`config.mk`:
```
export PLATFORM = sky130hd
export DESIGN_NAME = shift_exec_unit
export DESIGN_NICKNAME = d
export VERILOG_FILES = /design/src/rtl/shift_exec_unit.sv
export SDC_FILE = /design/constraint.sdc
export NUM_CORES = 1
export LEC_CHECK = 0
export CAP_MARGIN = 20
export CORE_ASPECT_RATIO = 2
export CORE_MARGIN = 3
export CORE_UTILIZATION = 46
export CTS_CLUSTER_SIZE = 12
export DETAILED_ROUTE_END_ITERATION = 6
export GPL_ROUTABILITY_DRIVEN = 1
export PLACE_DENSITY = 0.87
export SLEW_MARGIN = 40
export SYNTH_ARGS = -nofsm -noshare
export SYNTH_HDL_FRONTEND = slang
export SYNTH_SLANG_ARGS = --single-unit
```
`constraint.sdc`:
```
create_clock -name clk -period 3.1 [get_ports clk]
set_input_delay 0.465 -clock clk [delete_from_list [all_inputs] [get_ports clk]]
set_output_delay 0.465 -clock clk [all_outputs]
set_load 0.01 [all_outputs]
```
`src/rtl/shift_exec_unit.sv`:
```
// shift_exec_unit: multi-cycle shift execute stage fed by the register file.
// It takes a value and an unsigned shift amount and shifts by STEP bits per
// cycle. It then issues one register-file writeback (wr_en/wr_reg/wr_data)
// and returns the last bit shifted out as carry.
//
// Ports:
//   clk      in   system clock, rising edge
//   rst      in   asynchronous reset, active-low
//   start    in   request, sampled only while idle
//   op[1:0]  in   00 sll, 01 srl, 10 sra, 11 pass
//   data_in  in   value to shift
//   shamt    in   shift amount (>= 32 saturates to 32)
//   dest_reg in   destination register index
//   busy     out  high while shifting or completing
//   done     out  one-cycle completion pulse
//   result   out  shifted value, held until the next accepted start
//   carry    out  last bit shifted out, held with result
//   wr_en    out  register-file write strobe (equals done)
//   wr_reg   out  latched destination register
//   wr_data  out  equals result
module shift_exec_unit #(
    parameter int unsigned STEP = 1
) (
    input  logic        clk,
    input  logic        rst,
    input  logic        start,
    input  logic [1:0]  op,
    input  logic [31:0] data_in,
    input  logic [31:0] shamt,
    input  logic [4:0]  dest_reg,
    output logic        busy,
    output logic        done,
    output logic [31:0] result,
    output logic        carry,
    output logic        wr_en,
    output logic [4:0]  wr_reg,
    output logic [31:0] wr_data
);

    typedef enum logic [1:0] {
        S_IDLE  = 2'd0,
        S_SHIFT = 2'd1,
        S_DONE  = 2'd2
    } state_t;

    localparam logic [5:0] STEP_W = 6'(STEP);

    state_t      r_state;
    state_t      w_next;
    logic [31:0] r_data;
    logic [5:0]  r_count;
    logic [1:0]  r_op;
    logic        r_sign;
    logic        r_carry;
    logic [4:0]  r_dest;

    logic [5:0]  w_load_count;
    logic [5:0]  w_step;
    logic        w_fill;
    logic [63:0] w_wide;
    logic [31:0] w_shifted;
    logic        w_carry;
    logic [4:0]  w_sll_idx;
    logic [4:0]  w_srl_idx;

    // Any set bit above bit 4 means the amount is 32 or more.
    assign w_load_count = (|shamt[31:5]) ? 6'd32 : {1'b0, shamt[4:0]};
    assign w_step       = (r_count < STEP_W) ? r_count : STEP_W;

    // Only meaningful in SHIFT, where w_step is 1..STEP.
    assign w_sll_idx    = 5'(6'd32 - w_step);
    assign w_srl_idx    = 5'(w_step - 6'd1);

    // Right shifts: prepend 32 fill bits so that one wide shift covers
    // srl and sra alike.
    assign w_fill       = (r_op == 2'b10) ? r_sign : 1'b0;
    assign w_wide       = {{32{w_fill}}, r_data} >> w_step;

    always_comb begin
        w_shifted = r_data;
        w_carry   = r_carry;
        if (r_op == 2'b00) begin
            w_shifted = r_data << w_step;
            w_carry   = r_data[w_sll_idx];
        end else begin
            w_shifted = w_wide[31:0];
            w_carry   = r_data[w_srl_idx];
        end
    end

    always_comb begin
        w_next = r_state;
        case (r_state)
            S_IDLE: begin
                if (start) begin
                    if ((w_load_count != 6'd0) && (op != 2'b11))
                        w_next = S_SHIFT;
                    else
                        w_next = S_DONE;
                end
            end
            S_SHIFT: begin
                if (r_count == w_step)
                    w_next = S_DONE;
            end
            S_DONE:  w_next = S_IDLE;
            default: w_next = S_IDLE;
        endcase
    end

    always_ff @(posedge clk or negedge rst) begin
        if (!rst) begin
            r_state <= S_IDLE;
            r_data  <= '0;
            r_count <= '0;
            r_op    <= '0;
            r_sign  <= 1'b0;
            r_carry <= 1'b0;
            r_dest  <= '0;
        end else begin
            r_state <= w_next;
            case (r_state)
                S_IDLE: begin
                    if (start) begin
                        r_data  <= data_in;
                        r_op    <= op;
                        r_sign  <= data_in[31];
                        r_dest  <= dest_reg;
                        r_count <= w_load_count;
                        r_carry <= 1'b0;
                    end
                end
                S_SHIFT: begin
                    r_data  <= w_shifted;
                    r_carry <= w_carry;
                    r_count <= r_count - w_step;
                end
                default: ;
            endcase
        end
    end

    assign busy    = (r_state != S_IDLE);
    assign done    = (r_state == S_DONE);
    assign wr_en   = done;
    assign result  = r_data;
    assign wr_data = r_data;
    assign carry   = r_carry;
    assign wr_reg  = r_dest;

endmodule

```
; ---- After elaboration in Yosys (flattened, before gate mapping)
; Index checks and enable logic that the tools add are counted.
[op_classes]
n_addsub = 3
n_shift = 2
mux = 19
reduce_logical = 10
bitwise = 0
n_eq_ne = 7
n_div = 0
multipliers = 0
n_lt_le_gt_ge = 3
[op_table]
columns = cell, count
row1 = 32-bit 2-to-1 mux, 2
row2 = 32-bit case mux with 2 select lines, 1
row3 = 64-bit by 6-bit >> shifter with 32-bit output, 1
row4 = 32-bit by 6-bit << shifter with 32-bit output, 1
row5 = 27-bit OR reduction, 1
row6 = 6-bit 2-to-1 mux, 3
row7 = 5-bit by 6-bit less-than comparator with 1-bit output (second input constant), 2
row8 = 6-bit case mux with 2 select lines, 1
row9 = 1-bit binary-select mux with 5-bit select, 2
row10 = 6-bit equality test, 1
row11 = 6-bit by 1-bit less-than comparator with 1-bit output (second input constant), 1
row12 = 2-bit 2-to-1 mux, 3
row13 = 2-bit inequality test (second input constant), 3
row14 = 2-bit AND reduction, 3
row15 = 6-bit nonzero test, 1
row16 = 6-bit subtractor, 1
row17 = 1-bit 2-to-1 mux, 5
row18 = 1-bit by 5-bit subtractor with 5-bit output (first input constant), 1
row19 = 5-bit by 1-bit subtractor with 5-bit output (second input constant), 1
row20 = 2-bit equality test (second input constant), 2
row21 = 2-bit logical NOT, 2
row22 = 2-bit case mux with 2 select lines, 1
row23 = 2-bit nonzero test, 2
row24 = 2-bit by 1-bit equality test with 1-bit output (second input constant), 1
row25 = 2 further kinds, 2
[totals]
register_bits = 49
word_cells = 51
memories = 0
latchBits = 0
rom_bits = 0
ramBits = 0

; ---- Logic depth before layout (Yosys ltp)
; Gate-level depths: netlist of run 1.
[depth]
word_depth = 7
depth_mapped = 9

; ---- Worst setup path before layout of run 1
; No wires, ideal clock.
[synth_timing]
path_kind = register -> register
startpoint = reg r_count[5]
endpoint = reg r_carry (netlist: carry)
setup_ns = 0.143
setup_slack_ns = 1.230
path_stages_with_launch = 9
n_path_buf = 1
t_arrival_ns = 1.727
path_cell_list = dfrtp_1 nor3_4 nand2_4 inv_2 buf_6 ha_1 mux4_2 nand3_1 o221ai_1
[synth_via]
elab_chain_len = 7
elab_cells_between_ends = 10
cone_classes = 2 x add/sub / 1 x order compare / 7 x mux
[synth_rtl]
columns = item, line
row1 = "start, declared", 51  ; logic [5:0] r_count;
row2 = "start signal, assigned", 129  ; r_count <= w_load_count;
row3 = "start signal, assigned", 136  ; r_count <= r_count - w_step;
row4 = 6-bit by 1-bit less-than comparator with 1-bit output *, 68  ; assign w_step = (r_count < STEP_W) ? r_count : STEP_W;
row5 = 6-bit 2-to-1 mux *, 68
row6 = 5-bit by 1-bit subtractor with 5-bit output or 1-bit by 5-bit subtractor with 5-bit output (tied branches), "72, 71"
row7 = "1-bit binary-select mux with 5-bit select, on equally long branches", "87, 84"
row8 = "1-bit 2-to-1 mux, on equally long branches", "87, 84"
row9 = 1-bit 2-to-1 mux *, 82  ; if (r_op == 2'b00) begin
row10 = 1-bit case mux with 2 select lines *, 122  ; case (r_state)
row11 = "end signal, assigned", 135  ; r_carry <= w_carry;
row12 = "end, declared", 54  ; logic r_carry;
; Mark *: on every way between the ends. The rest lies on a longest branch, timed or not. The select of a mux whose other input is x is not followed.
; A chain may end at the register's enable or synchronous reset.

; ---- Worst setup path after layout of run 1
[layout_timing]
startpoint = reg r_count[5]
endpoint = reg r_data[1] (netlist: result[1])
[layout_via]
elab_chain_len = 5
elab_cells_between_ends = 6
cone_classes = 1 x order compare / 2 x shift / 3 x mux
[layout_rtl]
columns = item, line
row1 = 6-bit by 1-bit less-than comparator with 1-bit output, 68
row2 = 6-bit 2-to-1 mux *, 68
row3 = 64-bit by 6-bit >> shifter with 32-bit output or 32-bit by 6-bit << shifter with 32-bit output (tied branches), "77, 83"
row4 = 32-bit 2-to-1 mux *, 82
row5 = 32-bit case mux with 2 select lines *, 122
row6 = "end signal, assigned", 125  ; r_data <= data_in;
row7 = "end signal, assigned", 134  ; r_data <= w_shifted;
row8 = "end, declared", 50  ; logic [31:0] r_data;
; Mark *: on every way between the ends. The rest lies on a longest branch, timed or not.

==> impl_metrics.toml, run 1 <==
[yosys]
yosysWarnings = 0
postSynthCellCount = 394
synth_cell_types = 51
synth-seq-cells = 49
syn_area_mm2 = 0.003263
synth_edf_count = 0
avgSynthCellArea_um2 = 8.282
synthFlopType = "dfrtp_1"
synth-seq-area-share_pct = 37.58
postSynthNetCount = 470
synth-async-reset-ratio_pct = 100.0

[final_layout]
synthToLayoutAreaGrowth_pct = 42.25
layout.nets = 569
fin_area_mm2 = 0.004642
largest_reg_flops = 31
diodes = 0
layout-drive-gt1-share_pct = 5.668
utilization_pct = 69.01
fillCellCount = 557

[critical_path]
critPathMaxStageDelay_ns = 0.45
critPathSlowestCell = "dfrtp_1"
cp-end-kind = "register"
path_cells = "nor3_4 > nand2_4 > inv_2 > ha_1 > nand3_1 > a22o_1 > a21oi_1 > a31oi_1"
arrival_ns = 2.48
cp-start-kind = "register"
cp-startpoint = "r_count[5]"
required_ns = 3.27
crit_fanout = 37
critPathKind = "reg2reg"
rr_startpoint = "r_count[5]"

[global_route]
grt_max_degree = 50
grt_antenna_before_repair = 0
grt.total_usage_pct = 25.50
grt_pass1_wl_um = 16750
grt-ovfl-total = 0
grt_pass1_vias = 3547

[detailed_routing]
vias = 3489
firstDrtPassIters = 7
vias_per_cell = 5.995
drc = 10
postRouteAntennaNets = 0
drt-initial-drc-count = 375
wl_per_cell_um = 17.81
drt_wl_total_um = 10370

[timing]
fin_skew_ns = 0.002690
rsz0062_at_grt = "no"
whs_ns = 0.1904
maxSlewHeadroom_pct = 47.65
min_period_ns = 2.315
tns_ns = 0
period_share_pct = 74.68
hold_viol_final = 0
drv_slew = 0
setup_viol = 0
fmax_mhz = 431.9
worstMarginPinSlew_ns = 0.7853

[placed_design]
place_congestion = 0.8633
port_buffers = 146
postPlaceCellArea_mm2 = 0.004502
hpwl_um = 7700

[clock_tree]
clock_path_buffers = 2
cts_buffers = 5
post_cts_buffers = 0
clock_latency_ns = 0.29
cts_hold_buf = 0
cts.clk_slew.worst_paths_ns = 0.06
cts_resized = 0
cts_tree = "built"
cts.sinks = 49
htree_num_levels = 2
cts-root-buf = "clkbuf_16"

[outcome]
status = "finished with violations"
violations = "DRC"

[floorplanning]
fp.dieArea_mm2 = 0.008202
die_height_um = 125.1
core_mm2 = 0.006726
initial_core_util_pct = 48.51
rows = 42
num_io_pins = 147
die_x_um = 65.56

[pwr]
power.density_mw_per_mm2 = 1166
max-vdd-ir-drop_mv = 0.5729
leakagePower_nw = 1.887

[min_path]
hold_path.class = "in2async"

[flow_run]
maxCapViolCount = 0
## per-layer routing
metal / GRT usage [%] / part of all wire (%) / vias up
li1: - / - / 1582
met4: 11.25 / 3.7 / 0
met5: 0 / 0 / -
met2: 46.92 / 55 / 229
met3: 3.680 / 7.0 / 37
met1: 27.83 / 34 / 1641
## path summary, 6_finish.rpt
kind | slack (ns) | cells past startpoint | endpoint
max | 0.78 | 8 | result[1]
min | 0.19 | 1 | r_state[1]
max reg2reg | 0.78 | 8 | result[1]
min reg2reg | 0.48 | 2 | wr_reg[0]
max in group asynchronous | 2.49 | 1 | async pin
min in group clk | 0.48 | 2 | wr_reg[0]
## cell usage in the layout (no fill, tap or decap), drive strengths merged, types with 7 or more instances in the layout
| cell type | instances |
|---|---|
| nor4 | 11 |
| o2bb2ai | 8 |
| a31oi | 19 |
| nor2 | 28 |
| mux2i | 8 |
| o21ai | 15 |
| o22ai | 18 |
| dfrtp | 49 |
| a21oi | 24 |
| nand2 | 86 |
| clkbuf | 7 |
| clkdlybuf4s50 | 145 |
| nor3 | 11 |
| a22o | 8 |
| inv | 7 |
## stage by stage
step | setup WS, ns | power (mW) | cells
floorplan | 1.230 | 3.618 | 394
global placement | 0.9273 | 4.734 | 574
detailed placement | 0.8341 | 4.855 | 574
CTS | 0.8200 | 5.393 | 582
global route | 0.6116 | 5.778 | 582
finish | 0.7849 | 5.412 | 582
## layout make-up
class	instances	area, um^2	share of cell area [%]
sequential	49	1226	26.42
multi-input combinational	281	1658	35.71
clock buffer	7	132.6	2.857
timing repair buffer	149	1481	31.91
inverter	7	26.28	0.5660
tap	88	110.1	2.372
clock inverter	1	7.507	0.1617
## synth_stat cells, drive strengths merged, types with 2 or more instances
master / instances / area (um^2)
a22o: 8 / 70.07
nor3: 11 / 92.59
mux2: 5 / 60.05
o21ai: 15 / 75.07
o2bb2ai: 8 / 70.07
inv: 7 / 26.28
ha: 2 / 25.02
buf: 43 / 307.8
mux2i: 8 / 80.08
o22ai: 18 / 112.6
nor2: 28 / 112.6
or3: 2 / 12.51
nor2b: 3 / 18.77
a222oi: 6 / 60.06
dfrtp: 49 / 1226
clkbuf: 14 / 52.55
nand2: 86 / 330.3
a21oi: 24 / 120.1
a31oi: 19 / 118.9
nand3: 6 / 30.03
or2: 3 / 18.77
nand2b: 2 / 12.51
nor4: 11 / 68.82
## where the power goes
group          leakage (nW)  total [mW]  internal, mW  switching, mW
Clock                0.0641       0.530         0.300          0.230
Combinational          1.23        3.40          1.66           1.74
Sequential            0.598        1.48         0.966          0.516
## kinds of logic after synthesis
kind of cell	count (synthesis)	synth area share, %
adder cells (fa/ha/maj)	2	0.7667
AO/OA/AOI/OAI	111	23.12
AND/OR/NAND/NOR	153	21.59
multiplexers	14	4.984
flip-flops	49	37.58
buffers and inverters	64	11.85
other	1	0.1149
## worst max-delay path, delay by kind of cell (launching register included)
| family | cells | cell delay [ns] |
|---|---|---|
| buffers and inverters | 1 | 0.28 |
| AOI/OAI and AO/OA | 3 | 0.42 |
| adders and majority gates | 1 | 0.34 |
| and+or+nand+nor | 3 | 0.70 |
| DFF | 1 | 0.45 |
(Power assumes the default switching activity.)
==> inputs of run 2 (changes only) <==
--- a/config.mk
+++ b/config.mk
@@ -8,11 +8,11 @@
 export CAP_MARGIN = 20
 export CORE_ASPECT_RATIO = 2
 export CORE_MARGIN = 3
-export CORE_UTILIZATION = 46
+export CORE_UTILIZATION = 42
 export CTS_CLUSTER_SIZE = 12
 export DETAILED_ROUTE_END_ITERATION = 6
 export GPL_ROUTABILITY_DRIVEN = 1
-export PLACE_DENSITY = 0.87
+export PLACE_DENSITY = 0.81
 export SLEW_MARGIN = 40
 export SYNTH_ARGS = -nofsm -noshare
 export SYNTH_HDL_FRONTEND = slang
==> constraint.sdc (replaced) <==
create_clock -name clk -period 2.35 [get_ports clk]
set_input_delay 0.3525 -clock clk [delete_from_list [all_inputs] [get_ports clk]]
set_output_delay 0.3525 -clock clk [all_outputs]
set_load 0.01 [all_outputs]
==> run 2 against run 1 <==
  * Critical path depth did not move
  * Worst setup slack worse by 0.54 ns
  * The run now ends clean
  * Largest cell class unchanged
  * Clock power increased by 36%
==> impl_metrics.toml, run 2 (same netlist as run 1, synthesis figures left out) <==
[critical_path]
r2r_cells = 8
cp-end-kind = "register"
critPathMaxStageDelay_ns = 0.45
required_ns = 2.52
r2r-end = "result[1]"
r2r_slack_ns = 0.25
crit_fanout = 11
critPathKind = "reg2reg"
path_cells = "nor3_4 > nand2_4 > inv_2 > ha_1 > nand3_1 > a22o_1 > a21oi_1 > a31oi_1"
cp-start-kind = "register"
critPathSlowestCell = "dfrtp_1"
rr_startpoint = "r_count[5]"
arrival_ns = 2.27

[pwr]
power.density_mw_per_mm2 = 1539
leakagePower_nw = 1.941
max-vdd-ir-drop_mv = 0.5692
power.total_mw = 7.267

[outcome]
status = "complete, no violations"

[detailed_routing]
drt_wl_total_um = 10580
firstDrtPassIters = 6
wl_per_cell_um = 17.75
drt-initial-drc-count = 343
vias = 3516
vias_per_cell = 5.899
drc = 0
postRouteAntennaNets = 0

[placed_design]
port_buffers = 146
hpwl_um = 7962
place_inst = 588
place_congestion = 0.8593

[global_route]
grt_pass1_vias = 3435
grt_antenna_before_repair = 0
grt_pass1_wl_um = 16390
grt.total_usage_pct = 24.26
grt-ovfl-total = 0
grt_max_degree = 32

[timing]
worstMarginPinSlew_ns = 0.8474
min_period_ns = 2.102
maxSlewHeadroom_pct = 43.51
fin_skew_ns = 0.005988
setup_viol = 0
fmax_mhz = 475.8
hold_viol_final = 0
period_share_pct = 89.44
tns_ns = 0
rsz0062_at_grt = "no"
drv_slew = 0

[clock_tree]
clock_latency_ns = 0.30
htree_num_levels = 2
cts.clk_slew.worst_paths_ns = 0.07
cts_resized = 0
cts.sinks = 49
cts_buffers = 5
post_cts_buffers = 0
cts_hold_buf = 0
cts_tree = "built"
cts-root-buf = "clkbuf_16"
clock_path_buffers = 2

[final_layout]
largest_reg_flops = 31
layout-drive-gt1-share_pct = 7.738
fillCellCount = 651
ff_latch_area_mm2 = 0.001226
final_cell_mix = "clkdlybuf4s50_1, nand2_1, dfrtp_1, nor2_1, a21oi_1"
synthToLayoutAreaGrowth_pct = 44.71
multi_input_area_mm2 = 0.001658
diodes = 0
layout.nets = 579
final_common_cell = "clkdlybuf4s50_1"
utilization_pct = 63.54
fin_cells = 596

[min_path]
hold_path.class = "in2async"

[floorplanning]
core_mm2 = 0.007432
die_height_um = 130.7
initial_core_util_pct = 43.91
die_x_um = 68.33
rows = 44
num_io_pins = 147
fp.dieArea_mm2 = 0.008927

[flow_run]
maxCapViolCount = 0
[run 2: changes by cell type in the layout (fill, tap and decap cells not counted)]
cell / change
clkinv_2: +1
inv_6: +1
buf_4: +9
clkinvlp_4: -1
buf_2: +1
clkbuf_1: -1
[run 2: area by class of cell]
type / count / area share (%)
clock inverters: 2 / 0.2915
flip-flops and latches: 49 / 25.97
clock buffers: 6 / 2.729
multi-input cells: 281 / 35.11
well taps: 92 / 2.438
repair buffers: 159 / 32.91
inverters: 7 / 0.5564
[run 2: worst max path at each step]
stage	endpoint	start	depth (start not counted)	slack (ns)
after floorplan	carry	r_count[5]	8	0.48
after global placement	r_state[1]	shamt[14]	6	0.37
after detailed placement	result[1]	r_count[4]	8	0.29
after CTS	result[1]	r_count[5]	8	0.27
after global routing	result[1]	r_count[5]	8	0.13
final	result[1]	r_count[5]	8	0.25
[run 2: power breakdown]
part / leakage (nW) / switching [mW] / internal (mW)
clock: 0.0712 / 0.325 / 0.397
sequential: 0.598 / 0.683 / 1.27
combinational: 1.27 / 2.31 / 2.28
total: 1.94 / 3.32 / 3.95
[run 2: stage by stage]
| stage | worst slack (ns) | instance area (um^2) | hold slack [ns] |
|---|---|---|---|
| floorplan | 0.4804 | 3263 | 0.05691 |
| detailed placement | 0.2935 | 4579 | 0.3609 |
| global route | 0.1267 | 4722 | 0.07136 |
| CTS | 0.2722 | 4722 | 0.04463 |
| finish | 0.2482 | 4722 | 0.03903 |
| global placement | 0.3682 | 4579 | 0.3535 |
[run 2: metal layers]
metal	global-route usage [%]	routed length, um	up-vias
met5	0	0	-
met1	24.81	3558	1661
met4	14.07	478	0
met2	44.08	5733	213
li1	-	-	1605
met3	4.363	809	37
[run 2: worst max-delay path, delay by kind of cell, from the launching register on]
kind | cells | cell delay, ns
flops | 1 | 0.45
buf+inv | 1 | 0.20
compound gates | 3 | 0.43
fa+ha+maj | 1 | 0.33
simple gates | 3 | 0.57
==> inputs of run 3 (changes only) <==
--- a/config.mk
+++ b/config.mk
@@ -6,7 +6,7 @@
 export NUM_CORES = 1
 export LEC_CHECK = 0
 export CAP_MARGIN = 20
-export CORE_ASPECT_RATIO = 2
+export CORE_ASPECT_RATIO = 0.6
 export CORE_MARGIN = 3
 export CORE_UTILIZATION = 42
 export CTS_CLUSTER_SIZE = 12
==> run 3 against run 2 <==
  * Register-to-register slack lost 0.05 ns
  * Worst hold slack better by 0.087 ns
  * Final area is 0.29% higher
  * Via count rose by 1.9%
  * Fmax fell by 2.4%
  * Clock-buffer cell count stayed put
  * Critical path depth stayed put
  * Wire length grew 6.9%
  * Critical endpoint unchanged
  * Highest routed layer unchanged
==> impl_metrics.toml, run 3 (same netlist as run 1, synthesis figures left out) <==
[clock_tree]
cts_resized = 0
cts_tree = "built"
post_cts_buffers = 0
cts_hold_buf = 0
cts.clk_slew.worst_paths_ns = 0.06
cts.sinks = 49
clock_latency_ns = 0.29
cts_buffers = 5
clock_path_buffers = 2
cts-root-buf = "clkbuf_16"
htree_num_levels = 2

[critical_path]
crit_fanout = 14
arrival_ns = 2.31
cp-end-kind = "register"
rr_startpoint = "r_count[4]"
r2r_slack_ns = 0.20
required_ns = 2.50
path_cells = "nor3_4 > nand2_4 > inv_2 > ha_2 > nand3_1 > a22o_1 > a21oi_1 > a31oi_1"
critPathTopFamily = "simple AND/OR/NAND/NOR gates"
r2r-end = "result[1]"
critPathMaxStageDelay_ns = 0.48
cp-startpoint = "r_count[4]"
critPathKind = "reg2reg"
cp-start-kind = "register"
path_depth = 8
critPathSlowestCell = "dfrtp_1"
endpoint = "result[1]"
worst-path-buf-inv = 1
r2r_cells = 8

[detailed_routing]
wl_per_cell_um = 18.65
drt-initial-drc-count = 355
drt_wl_total_um = 11300
postRouteAntennaNets = 0
firstDrtPassIters = 6
vias = 3583
drc = 0
vias_per_cell = 5.913

[timing]
period_share_pct = 91.60
min_period_ns = 2.153
rsz0062_at_grt = "no"
whs_ns = 0.1258
worstMarginPinSlew_ns = 0.8422
setup_viol = 0
drv_slew = 0
tns_ns = 0
fin_skew_ns = 0.006128
hold_viol_final = 0
fmax_mhz = 464.5
maxSlewHeadroom_pct = 43.85

[final_layout]
final_cell_mix = "clkdlybuf4s50_1, nand2_1, dfrtp_1, nor2_1, a21oi_1"
ff_latch_area_mm2 = 0.001226
fillCellCount = 635
layout-drive-gt1-share_pct = 7.769
layout.nets = 578
final_common_cell = "clkdlybuf4s50_1"
synthToLayoutAreaGrowth_pct = 45.13
diodes = 0
multi_input_area_mm2 = 0.001660
largest_reg_flops = 31

[placed_design]
place_congestion = 0.8547
hpwl_um = 8388
port_buffers = 146

[outcome]
status = "complete, no violations"

[global_route]
grt.total_usage_pct = 25.68
grt-ovfl-total = 0
grt_pass1_vias = 3540
grt_pass1_wl_um = 18240
grt_antenna_before_repair = 0
grt_max_degree = 30

[floorplanning]
die_height_um = 74.28
num_io_pins = 147
core_mm2 = 0.007387
initial_core_util_pct = 44.17
rows = 24
fp.dieArea_mm2 = 0.008898
die_x_um = 119.8

[flow_run]
maxCapViolCount = 0

[min_path]
hold_path.class = "in2async"

[pwr]
power.density_mw_per_mm2 = 1550
leakagePower_nw = 1.933
max-vdd-ir-drop_mv = 0.7084
==> run 3: cell types whose count changed in the layout (fill, tap and decap cells not counted), sizes merged <==
cell	change
buf	-1
clkinv	-1
clkinvlp	+1
inv	-1
==> run 3: per-layer routing <==
| layer | vias up | GRT usage (%) | part of all wire [%] | wire length, um |
|---|---|---|---|---|
| li1 | 1605 | - | - | - |
| met1 | 1708 | 34.62 | 42 | 4793 |
| met2 | 236 | 41.94 | 45 | 5128 |
| met3 | 34 | 6.079 | 10 | 1155 |
| met4 | 0 | 7.868 | 2.0 | 227 |
| met5 | - | 0 | 0 | 0 |
==> run 3: how the worst min path moves through the flow <==
stage          from          to  slack (ns)  depth (start not counted)
6_report        rst  r_count[0]        0.13                          1
3_3_place_gp    rst  r_count[0]        0.43                          1
2_1_floorplan   rst   async pin        0.06                          0
3_5_place_dp    rst  r_count[0]        0.44                          1
5_1_grt         rst  r_count[0]        0.17                          1
4_1_cts         rst  r_count[0]        0.15                          1
==> run 3: layout make-up <==
| cell class | count | share of cell area (%) |
|---|---|---|
| sequential | 49 | 25.89 |
| multi-input combinational | 281 | 35.06 |
| clock inverter | 1 | 0.1585 |
| timing repair buffer | 158 | 32.66 |
| clock buffer | 6 | 2.933 |
| inverter | 7 | 0.5548 |
| tap | 104 | 2.748 |
==> run 3: worst reg2reg max path, delay by kind of cell (launching register included) <==
kind                       cells  cell delay (ns)
DFF                            1             0.48
AOI/OAI and AO/OA              3             0.46
adders and majority gates      1             0.28
buffers and inverters          1             0.18
and+or+nand+nor                3             0.61
==> run 3: per-stage QoR <==
step / power, mW / utilization, % / instances / setup slack (ns) / cell area (um^2)
global route: 7.846 / 64.11 / 606 / 0.04608 / 4736
floorplan: 4.773 / - / 394 / 0.4804 / 3263
detailed placement: 6.531 / 62.09 / 599 / 0.2415 / 4587
global placement: 6.355 / 62.09 / 599 / 0.3491 / 4587
CTS: 7.301 / 64.08 / 606 / 0.1736 / 4733
finish: 7.341 / 64.11 / 606 / 0.1973 / 4736
==> run 3: power by group <==
| group | switching [mW] | leakage, nW | internal, mW | total [mW] |
|---|---|---|---|---|
| combinational | 2.39 | 1.27 | 2.27 | 4.66 |
| clock | 0.308 | 0.0690 | 0.418 | 0.726 |
| sequential | 0.677 | 0.598 | 1.27 | 1.95 |
